==> src/rtl/pipe_adder.sv <==
// pipe_adder: N-bit add/subtract split into SEGS carry-chained segments, one per pipeline stage.
// Define PIPE_ADDER_OVF_EN to add the registered signed-overflow output ovf.
module pipe_adder #(
   parameter int N    = 32,
   parameter int SEGS = 4
) (
   input  logic         clk,
   input  logic         rst,
   input  logic         in_valid,
   output logic         in_ready,
   input  logic [N-1:0] a,
   input  logic [N-1:0] b,
   input  logic         cin,
   input  logic         sub,
   output logic         out_valid,
   input  logic         out_ready,
   output logic [N-1:0] sum,
   output logic         cout
`ifdef PIPE_ADDER_OVF_EN
   ,
   output logic         ovf
`endif
);

   localparam int W = N / SEGS;

   generate
      if ((SEGS < 1) || (N % SEGS != 0)) begin : gBadParams
         $error("pipe_adder: N must be a positive multiple of SEGS");
      end
   endgenerate

   logic         advance;
   logic [N-1:0] bEff;
   logic         c0;

   // The stall is global: one blocked output freezes every stage.
   assign advance  = !(out_valid && !out_ready);
   assign in_ready = advance;
   assign bEff     = sub ? ~b : b;
   assign c0       = sub ? 1'b1 : cin;

   genvar k;
   generate
      for (k = 0; k < SEGS; k++) begin : gStage
         localparam int DONE = (k + 1) * W;

         logic [W-1:0]    aSeg;
         logic [W-1:0]    bSeg;
         logic [W-1:0]    segD;
         logic            carryIn;
         logic            carryD;
         logic            validIn;
         logic [DONE-1:0] resD;
         logic [DONE-1:0] resQ;
         logic            carryQ;
         logic            validQ;

         if (k == 0) begin : gHead
            assign aSeg    = a[W-1:0];
            assign bSeg    = bEff[W-1:0];
            assign carryIn = c0;
            assign validIn = in_valid;
            assign resD    = segD;
         end else begin : gBody
            assign aSeg    = gStage[k-1].gOps.aRemQ[W-1:0];
            assign bSeg    = gStage[k-1].gOps.bRemQ[W-1:0];
            assign carryIn = gStage[k-1].carryQ;
            assign validIn = gStage[k-1].validQ;
            assign resD    = {segD, gStage[k-1].resQ};
         end

         assign {carryD, segD} = {1'b0, aSeg} + {1'b0, bSeg} + {{W{1'b0}}, carryIn};

         // Operand bits not yet consumed ride along until their own stage.
         if (k < SEGS - 1) begin : gOps
            logic [N-DONE-1:0] aRemD;
            logic [N-DONE-1:0] bRemD;
            logic [N-DONE-1:0] aRemQ;
            logic [N-DONE-1:0] bRemQ;

            if (k == 0) begin : gSrc
               assign aRemD = a[N-1:W];
               assign bRemD = bEff[N-1:W];
            end else begin : gSrc
               assign aRemD = gStage[k-1].gOps.aRemQ[N-k*W-1:W];
               assign bRemD = gStage[k-1].gOps.bRemQ[N-k*W-1:W];
            end

            always_ff @(posedge clk) begin
               if (rst) begin
                  aRemQ <= '0;
                  bRemQ <= '0;
               end else if (advance && validIn) begin
                  aRemQ <= aRemD;
                  bRemQ <= bRemD;
               end
            end
         end

         // Data loads only with a real beat, so bubbles leave the last result in place.
         always_ff @(posedge clk) begin
            if (rst) begin
               validQ <= 1'b0;
               resQ   <= '0;
               carryQ <= 1'b0;
            end else if (advance) begin
               validQ <= validIn;
               if (validIn) begin
                  resQ   <= resD;
                  carryQ <= carryD;
               end
            end
         end

`ifdef PIPE_ADDER_OVF_EN
         if (k == SEGS - 1) begin : gOvf
            logic ovfQ;

            // Carry into the sign bit is recovered as a ^ b ^ sum at that bit.
            always_ff @(posedge clk) begin
               if (rst) begin
                  ovfQ <= 1'b0;
               end else if (advance && validIn) begin
                  ovfQ <= aSeg[W-1] ^ bSeg[W-1] ^ segD[W-1] ^ carryD;
               end
            end
         end
`endif
      end
   endgenerate

   assign out_valid = gStage[SEGS-1].validQ;
   assign sum       = gStage[SEGS-1].resQ;
   assign cout      = gStage[SEGS-1].carryQ;

`ifdef PIPE_ADDER_OVF_EN
   assign ovf = gStage[SEGS-1].gOvf.ovfQ;
`endif

endmodule

==> config.mk <==
export PLATFORM = sky130hd
export DESIGN_NAME = pipe_adder
export DESIGN_NICKNAME = d
export VERILOG_FILES = /design/src/rtl/pipe_adder.sv
export SDC_FILE = /design/constraint.sdc
export NUM_CORES = 1
export LEC_CHECK = 0
export CAP_MARGIN = 20
export CORE_UTILIZATION = 60
export DETAILED_ROUTE_END_ITERATION = 8
export PLACE_DENSITY = 0.91
export SYNTH_ARGS = -nofsm -noshare
export SYNTH_HDL_FRONTEND = slang
export SYNTH_SLANG_ARGS = --single-unit
==> constraint.sdc <==
create_clock -name clk -period 5.8 [get_ports clk]
set_clock_uncertainty 0.1 [all_clocks]
set_input_delay 1.16 -clock clk [delete_from_list [all_inputs] [get_ports clk]]
set_output_delay 1.16 -clock clk [all_outputs]
set_load 0.03 [all_outputs]
==> results.md, run 1 <==
* Status: finished clean
* Sw power at 0.667 mW
* GR Util met3 at 0.0598
* CP max stage cell: clkdlybuf4s50_1
* Via count at 7233
* Sw Share at 0.239
* Nets@finish at 1155
* CTS resizes at 0
* Final Cell Area at 0.00982 mm^2
* Worst-Margin Slew at 1.06 ns
* Placed Instances at 1204
* RSZ-0062 raised after global routing: false
* Post-DP Area at 0.00918 mm^2
* Cell variety after synth at 50
* IO Pins at 105
* Initial Utilization at 0.616
* Total track usage at 0.279
* Die Span Y at 119 um
* Share of layout cells above drive strength 1 at 0.0537
* WP data required at 4.54 ns
* H-tree levels at 4
* Commonest cells after routing, fill and taps aside: nand2_1, dfxtp_1, a21oi_1
* Mapped Avg Cell Area at 8.34 um^2
* Fin crit share at 0.762
* Met2 usage at 0.439
* Syn-to-layout area delta at 19.9%
* Port Buffers at 104
* Clock buffer depth at 2
* ANT cells at 0
* Critical path cell sequence: clkdlybuf4s50_1 -> nor2b_4 -> inv_2 -> clkdlybuf4s50_1
* Pleak at 3.56 nW
* Commonest non-fill, non-tap cell in the layout: nand2_1
* Crit path launch type: primary input
* Max FO, Critical Path at 21
* Avg Vias per Cell at 5.84
* Flop pwr share at 0.480
* Post-synthesis sequential area ratio at 0.450
* Row count at 42
* Setup TNS at 0 ns
* Fin. Hold Viols at 0
* Clock-pin slew on the worst setup and hold paths at 0.06 ns
* Max Clk Rate at 226 MHz
* Hold Crit Class: reg2reg
* Final HPWL DP at 12.3 mm
* Fin cells at 1238
* Cts-stage hold buffer count at 0
* Clock group share of total power at 0.408
* Number of global-route vias before repair at 6631
* Arr. time, crit path at 3.16 ns
* Core area at 0.0133 mm^2
* Clock latency on the worst-skew pair at 0.43 ns
* WHS at 0.347 ns
* Post-synthesis cell area at 0.00819 mm^2
* Setup Buffers After CTS at 0
* Worst IR Drop VDD at 220 uV
* Cell Int Power at 2.12 mW
* First-pass GRT wire length at 31.6 mm
* Post-layout min period at 4.42 ns
* Synth Register Bits at 184
* GR met1 Demand/Resource at 0.373
* CTS tree: yes
* CTS root buffer: clkbuf_16
* Initial DRT Pass Iterations at 5
* Overflow after GRT at 0
* Final worst slack at 1.38 ns
* Setup Viol. Count Final at 0
* Critical Setup Path Class: in2out
* Top_reg_cell synth: dfxtp_1
* WL/cell at 15.4 um
* Slew HR at 0.291
* Post-DRT Antenna Nets at 0
* Power per cell area at 284 mW/mm^2
* Crit path largest cell delay at 0.69 ns
* Chip Width at 119 um
* CP endpoint kind: primary output
* Comb power frac at 0.112
* Mapped Nets at 1088
* Final WL at 19.1 mm
* Largest net degree at the start of global routing at 81
* Initial antenna violation count at 0
* Die area at 0.0141 mm^2
* GRT busiest layer: met2
* Max Cap Viol at 0
* Placer Congestion at 0.883
* Worst path most repeated cell: clkdlybuf4s50_1
* Place WS at 1.43 ns
* Num Clock Sinks at 184
* EDFF count, synth at 0
* DRT iter0 DRCs at 648
* DRC at 0
* Yosys warns at 0
* CTS buffer count at 17
* Slew Limit Fails at 0
* FFs w/ async S/R, synth at 0
* Syn Inst Count at 982
==> path summary, 6_finish.rpt <==
check	startpoint	to	slack (ns)	cells after the start
min reg2reg	gStage[2].resQ[2]	sum[2]	0.35	2
max	out_ready	in_ready	1.38	4
max reg2reg	out_valid	gStage[1].gOps.aRemQ[15]	2.79	6
min	gStage[2].resQ[2]	sum[2]	0.35	2
==> worst max-delay path: cells and delay by family <==
family                 cells  cell delay, ns
and+or+nand+nor            1            0.58
buffers and inverters      3            1.41
==> logic make-up (layout without fill, tap and decap cells) <==
kind of cell / Yosys count / in the layout / synth area share
and+or+nand+nor: 381 / 381 / 0.197
AOI/OAI and AO/OA: 269 / 269 / 0.208
DFF: 184 / 184 / 0.450
buffers and inverters: 76 / 156 / 0.0434
adders and majority gates: 36 / 36 / 0.0624
xor gates and xnor gates: 36 / 36 / 0.0385
==> synthesized netlist by cell type, types with 10 or more instances <==
cell / number / area share
nand2_1: 271 / 0.12
dfxtp_1: 184 / 0.45
a21oi_1: 145 / 0.089
buf_2: 44 / 0.027
nor2_1: 41 / 0.019
a211oi_1: 29 / 0.027
ha_1: 28 / 0.043
xnor2_1: 28 / 0.030
clkbuf_1: 15 / 0.0069
a211o_1: 14 / 0.015
nor3_1: 14 / 0.0086
nor4_1: 11 / 0.0084
inv_1: 10 / 0.0046
o21bai_1: 10 / 0.0092
==> sequential cells by signal, summed over array words and instances, names as in the netlist <==
register           flops
gStage.carryQ          3
gStage.validQ          3
sum                   32
cout                   1
out_valid              1
gStage.gOps.bRemQ     48
gStage.resQ           48
gStage.gOps.aRemQ     48
==> per-stage QoR <==
stage | utilization | total power [mW]
floorplan | - | 1.56
global placement | 0.691 | 1.66
detailed placement | 0.691 | 1.66
CTS | 0.735 | 2.79
global route | 0.738 | 2.89
finish | 0.738 | 2.79
==> power by group through the flow <==
| stage | clock (mW) | sequential (mW) | combinational, mW |
|---|---|---|---|
| after floorplan | 0 | 1.36 | 0.205 |
| after global placement | 0 | 1.36 | 0.291 |
| after detailed placement | 0 | 1.37 | 0.298 |
| after CTS | 1.15 | 1.34 | 0.304 |
| after global routing | 1.20 | 1.34 | 0.339 |
| final | 1.14 | 1.34 | 0.312 |
==> final cells by class <==
type | count | area [um^2]
clock buffers | 25 | 495
fillers | 958 | 3480
clock inverters | 7 | 91.3
flip-flops and latches | 184 | 3680
repair buffers | 112 | 1130
inverters | 12 | 45.0
well taps | 176 | 220
multi-input cells | 722 | 4150
==> per-layer routing <==
metal,vias to the layer above,wire (um),share of wire
met2,300,8890,0.46
met4,0,323,0.017
li1,3524,-,-
met5,-,0,0
met1,3372,8570,0.45
met3,37,1350,0.070
Power figures use the tool's default switching activity.
==> run 2, diff against run 1 <==
--- a/config.mk
+++ b/config.mk
@@ -6,9 +6,9 @@
 export NUM_CORES = 1
 export LEC_CHECK = 0
 export CAP_MARGIN = 20
-export CORE_UTILIZATION = 60
+export CORE_UTILIZATION = 50
 export DETAILED_ROUTE_END_ITERATION = 8
-export PLACE_DENSITY = 0.91
+export PLACE_DENSITY = 0.81
 export SYNTH_ARGS = -nofsm -noshare
 export SYNTH_HDL_FRONTEND = slang
 export SYNTH_SLANG_ARGS = --single-unit
==> constraint.sdc (replaced) <==
create_clock -name clk -period 3.6 [get_ports clk]
set_clock_uncertainty 0.1 [all_clocks]
set_input_delay 0.72 -clock clk [delete_from_list [all_inputs] [get_ports clk]]
set_output_delay 0.72 -clock clk [all_outputs]
set_load 0.03 [all_outputs]
==> results.md, run 2 (same netlist as run 1, synthesis figures left out) <==
* CP max stage cell: clkdlybuf4s50_1
* Fin cells at 1285 (+3.8%)
* Worst path top cell family by delay: buffers and inverters
* Commonest non-fill, non-tap cell in the layout: nand2_1
* Worst-Margin Slew at 0.822 ns (-0.238 ns)
* Max FO, Critical Path at 10 (-52%)
* Worst path most repeated cell: clkdlybuf4s50_1
* Flop pwr share at 0.478 (-0.002)
* Sw Share at 0.254 (+0.0153)
* Row count at 46 (+9.5%)
* Fin. Hold Viols at 0 (unchanged)
* Overflow after GRT at 0 (unchanged)
* Crit path launch type: primary input
* IO Pins at 105 (unchanged)
* Clock latency on the worst-skew pair at 0.44 ns (about the same)
* Initial antenna violation count at 0 (unchanged)
* Crit path largest cell delay at 0.71 ns (+0.02 ns)
* CP Buf/Inv Count at 3 (unchanged)
* Biggest regs: gStage.gOps.aRemQ x48, gStage.gOps.bRemQ x48, gStage.resQ x48
* Max Clk Rate at 335 MHz
* CTS root buffer: clkbuf_16
* Comb power frac at 0.109 (-0.003)
* Cts-stage hold buffer count at 0 (unchanged)
* RSZ-0062 raised after global routing: false
* Initial Utilization at 0.513 (-0.102)
* Clock-pin slew on the worst setup and hold paths at 0.07 ns (about the same)
* Arr. time, crit path at 2.17 ns (-0.99 ns)
* Post-layout min period at 2.99 ns
* Setup Viol. Count Final at 0 (unchanged)
* Core area at 0.0159 mm^2 (+20%)
* Die area at 0.0169 mm^2 (+20%)
* Post-DRT Antenna Nets at 0 (unchanged)
* Hold Crit Class: reg2reg
* Avg Vias per Cell at 5.43 (-7.1%)
* CTS buffer count at 17 (unchanged)
* Power per cell area at 456 mW/mm^2 (+60%)
* Filler cells at 1397 (+46%)
* CP endpoint kind: primary output
* Port Buffers at 104 (unchanged)
* Initial DRT Pass Iterations at 5 (unchanged)
* Placer Congestion at 0.848 (-4.0%)
* CTS tree: yes
* H-tree levels at 4 (unchanged)
* Number of global-route vias before repair at 6412 (-3.3%)
* Chip Width at 130 um (+9.4%)
* Cell Int Power at 3.37 mW (+59%)
* Die Span Y at 130 um (+9.4%)
* Placed Instances at 1253 (+4.1%)
* Setup TNS at 0 ns (unchanged)
* Via count at 6978 (-3.5%)
* DRC at 0 (unchanged)
* Clock group share of total power at 0.413 (+0.005)
* Critical Setup Path Class: in2out
* Largest net degree at the start of global routing at 72 (-11%)
* Syn-to-layout area delta at 21.0%
* Sw power at 1.15 mW (+72%)
* Clock buffer depth at 2 (unchanged)
* ANT cells at 0 (unchanged)
* Final HPWL DP at 12.8 mm (+4.0%)
* Critical path cell sequence: clkdlybuf4s50_1 -> nor2b_4 -> inv_2 -> clkdlybuf4s50_1
* WP data required at 2.78 ns (-1.76 ns)
* DRT iter0 DRCs at 452 (-30%)
* Fin crit share at 0.829
* First-pass GRT wire length at 30.6 mm (-3.1%)
* WL/cell at 14.3 um (-7.3%)
* Setup Buffers After CTS at 0 (unchanged)
* Num Clock Sinks at 184 (unchanged)
* Pwr Total at 4.52 mW (+62%)
* Slew Limit Fails at 0 (unchanged)
* Nets@finish at 1162 (+0.61%)
* Status: finished clean
* CTS resizes at 0 (unchanged)
* Final WL at 18.4 mm (-3.8%)
* Commonest cells after routing, fill and taps aside: nand2_1, dfxtp_1, a21oi_1
* Total track usage at 0.230 (-0.0486)
* Max Cap Viol at 0 (unchanged)
* Share of layout cells above drive strength 1 at 0.0636 (+0.00994)
* Worst IR Drop VDD at 402 uV (+83%)
* Slew HR at 0.451 (+0.160)
* Pleak at 3.58 nW (+0.77%)
[run 2: changes by cell type in the layout (fill, tap and decap cells not counted), moves of 2 or more]
cell and delta:
inv_8 +2, inv_6 +5, buf_4 +8, clkbuf_8 -4
clkbuf_1 -4
[run 2: stage by stage]
stage          utilization  cell area (um^2)  setup WS (ns)  hold WS [ns]
6_report             0.621              9900          0.614         0.349
5_1_grt              0.621              9900          0.580         0.366
4_1_cts              0.621              9900          0.633         0.351
3_5_place_dp         0.584              9310          0.552         0.345
3_3_place_gp         0.584              9310          0.640         0.338
2_1_floorplan            -              8190          0.736         0.327
[run 2: worst paths after layout]
check,start,slack (ns),endpoint,depth (start not counted)
max,out_ready,0.61,in_ready,4
min,gStage[2].resQ[3],0.35,sum[3],2
max reg2reg,gStage[0].carryQ,1.15,gStage[1].carryQ,6
min reg2reg,gStage[2].resQ[3],0.35,sum[3],2
[run 2: layout make-up]
class | instances | area, um^2 | share of cell area
clock inverter | 15 | 165 | 0.0167
sequential | 184 | 3680 | 0.372
tap | 216 | 270 | 0.0273
clock buffer | 17 | 425 | 0.0430
multi-input combinational | 722 | 4150 | 0.419
timing repair buffer | 119 | 1160 | 0.117
inverter | 12 | 45.0 | 0.00455
[run 2: routing by layer]
metal | GRT usage | up-vias | share of wire
li1 | - | 3554 | -
met1 | 0.324 | 3181 | 0.48
met2 | 0.351 | 219 | 0.44
met3 | 0.0480 | 24 | 0.057
met4 | 0.0759 | 0 | 0.016
met5 | 0 | - | 0
[run 2: tightest hold or removal path, cell delays in order, from the launching register on]
cell and delay [ns]:
dfxtp_1 0.31, nand2_1 0.05, a21oi_1 0.05
[run 2: power groups by stage]
| stage | clock network, mW | registers, mW | logic (mW) |
|---|---|---|---|
| global route | 1.97 | 2.17 | 0.547 |
| global placement | 0 | 2.20 | 0.478 |
| detailed placement | 0 | 2.20 | 0.488 |
| floorplan | 0 | 2.19 | 0.330 |
| finish | 1.86 | 2.16 | 0.494 |
| CTS | 1.89 | 2.16 | 0.493 |
==> run 3, diff against run 2 <==
--- a/config.mk
+++ b/config.mk
@@ -6,9 +6,9 @@
 export NUM_CORES = 1
 export LEC_CHECK = 0
 export CAP_MARGIN = 20
-export CORE_UTILIZATION = 50
+export CORE_UTILIZATION = 55
 export DETAILED_ROUTE_END_ITERATION = 8
-export PLACE_DENSITY = 0.81
+export PLACE_DENSITY = 0.84
 export SYNTH_ARGS = -nofsm -noshare
 export SYNTH_HDL_FRONTEND = slang
 export SYNTH_SLANG_ARGS = --single-unit
==> constraint.sdc (replaced) <==
create_clock -name clk -period 3.15 [get_ports clk]
set_clock_uncertainty 0.1 [all_clocks]
set_input_delay 0.63 -clock clk [delete_from_list [all_inputs] [get_ports clk]]
set_output_delay 0.63 -clock clk [all_outputs]
set_load 0.03 [all_outputs]
==> results.md, run 3 (same netlist as run 1, synthesis figures left out) <==
* Status: finished clean
* Setup TNS at 0 ns (unchanged)
* Max FO, Critical Path at 2 (-8)
* CP max stage cell: clkdlybuf4s50_1
* Nets@finish at 1164 (+0.17%)
* RSZ-0062 raised after global routing: false
* Placer Congestion at 0.869 (+2.5%)
* WP data required at 2.42 ns (-0.36 ns)
* CTS root buffer: clkbuf_16
* Initial DRT Pass Iterations at 6 (+1)
* Post-layout min period at 2.73 ns
* Crit path launch type: primary input
* Number of global-route vias before repair at 6278 (-2.1%)
* Hold Crit Class: reg2reg
* Placed Instances at 1223 (-2.4%)
* Max Clk Rate at 366 MHz
* CP Buf/Inv Count at 3 (unchanged)
* CP endpoint kind: primary output
* Num Clock Sinks at 184 (unchanged)
* DRC at 0 (unchanged)
* Clock-pin slew on the worst setup and hold paths at 0.07 ns (about the same)
* CTS buffer count at 17 (unchanged)
* WHS at 0.351 ns (+0.00164 ns)
* DRT iter0 DRCs at 498 (+10%)
* Commonest non-fill, non-tap cell in the layout: nand2_1
* Arr. time, crit path at 2.00 ns (-0.17 ns)
* CTS tree: yes
* Worst path top cell family by delay: buffers and inverters
* Critical Setup Path Class: in2out
* Crit path largest cell delay at 0.71 ns (about the same)
* Via count at 7033 (+0.79%)
* Setup Buffers After CTS at 0 (unchanged)
* CTS resizes at 0 (unchanged)
* Die Span Y at 124 um (-4.6%)
* Largest net degree at the start of global routing at 104 (+44%)
* Fin. Hold Viols at 0 (unchanged)
* Syn-to-layout area delta at 20.8%
* Crit path from: out_ready
* Max Cap Viol at 0 (unchanged)
* WL/cell at 14.6 um (+1.8%)
* Setup Viol. Count Final at 0 (unchanged)
* Initial Utilization at 0.563 (+0.0498)
* Commonest cells after routing, fill and taps aside: nand2_1, dfxtp_1, a21oi_1
* Row count at 44 (-4.3%)
* Util after Layout at 0.681 (+0.0594)
* Core area at 0.0145 mm^2 (-8.8%)
* Fin crit share at 0.867
* Flop2flop setup slack at 0.69 ns (-0.46 ns)
* Avg Vias per Cell at 5.60 (+3.2%)
* Clock latency on the worst-skew pair at 0.43 ns (about the same)
* Power per cell area at 525 mW/mm^2 (+15%)
* Pleak at 3.59 nW (+0.28%)
* Initial antenna violation count at 0 (unchanged)
* Share of layout cells above drive strength 1 at 0.0644 (+0.000815)
* Total track usage at 0.250 (+0.0199)
* Final WL at 18.3 mm (-0.60%)
* Worst-Margin Slew at 0.880 ns (+0.0578 ns)
* Critical path cell sequence: clkdlybuf4s50_1 -> nor2b_4 -> inv_2 -> clkdlybuf4s50_1
* Fin cells at 1255 (-2.3%)
* Biggest regs: gStage.gOps.aRemQ x48, gStage.gOps.bRemQ x48, gStage.resQ x48
* Slew Limit Fails at 0 (unchanged)
* Port Buffers at 104 (unchanged)
* ANT cells at 0 (unchanged)
* Overflow after GRT at 0 (unchanged)
* Reg2reg start: gStage[1].carryQ
* Slew HR at 0.413 (-0.0386)
* Chip Width at 124 um (-4.6%)
* Worst IR Drop VDD at 416 uV (+3.3%)
* Post-DRT Antenna Nets at 0 (unchanged)
* Final HPWL DP at 12.6 mm (-1.8%)
* IO Pins at 105 (unchanged)
* Clock buffer depth at 2 (unchanged)
* Worst path most repeated cell: clkdlybuf4s50_1
* H-tree levels at 4 (unchanged)
* Hold_sp: gStage[1].resQ[1]
* First-pass GRT wire length at 30.1 mm (-1.8%)
* Die area at 0.0154 mm^2 (-9.0%)
* Cts-stage hold buffer count at 0 (unchanged)
==> run 3: power breakdown <==
group          leakage (nW)  switching [mW]  internal, mW
clock network         0.289           0.907          1.26
logic                  1.81           0.317         0.249
registers              1.50          0.0522          2.41
==> run 3: path summary, 6_finish.rpt <==
check	endpoint	cells past startpoint
min reg2reg	gStage[2].resQ[1]	2
max reg2reg	gStage[2].carryQ	6
max	in_ready	4
min	gStage[2].resQ[1]	2
==> run 3: cell type report <==
| cell class | count | area [um^2] |
|---|---|---|
| clock buffer | 18 | 429 |
| sequential | 184 | 3680 |
| clock inverter | 14 | 174 |
| tap | 184 | 230 |
| inverter | 12 | 45.0 |
| fill | 1194 | 4640 |
| timing repair buffer | 121 | 1180 |
| multi-input combinational | 722 | 4150 |
==> run 3: metrics by stage <==
step	instance area (um^2)	setup slack [ns]	total power [mW]
2_1_floorplan	8190	0.376	2.88
3_3_place_gp	9290	0.292	3.06
3_5_place_dp	9290	0.273	3.07
4_1_cts	9890	0.436	5.21
5_1_grt	9890	0.418	5.38
6_report	9890	0.418	5.19
==> run 3: tightest hold or removal path, cell delays in order (launching register included) <==
cell and delay, ns:
dfxtp_1 0.31, nand2_1 0.05, a21oi_1 0.05
==> run 3: routing by layer <==
| metal | share of wire | GRT usage | vias to the layer above | routed length [um] |
|---|---|---|---|---|
| met4 | 0.022 | 0.0900 | 0 | 399 |
| met1 | 0.47 | 0.346 | 3216 | 8570 |
| met3 | 0.063 | 0.0499 | 30 | 1150 |
| li1 | - | - | 3548 | - |
| met5 | 0 | 0 | - | 0 |
| met2 | 0.45 | 0.387 | 239 | 8170 |
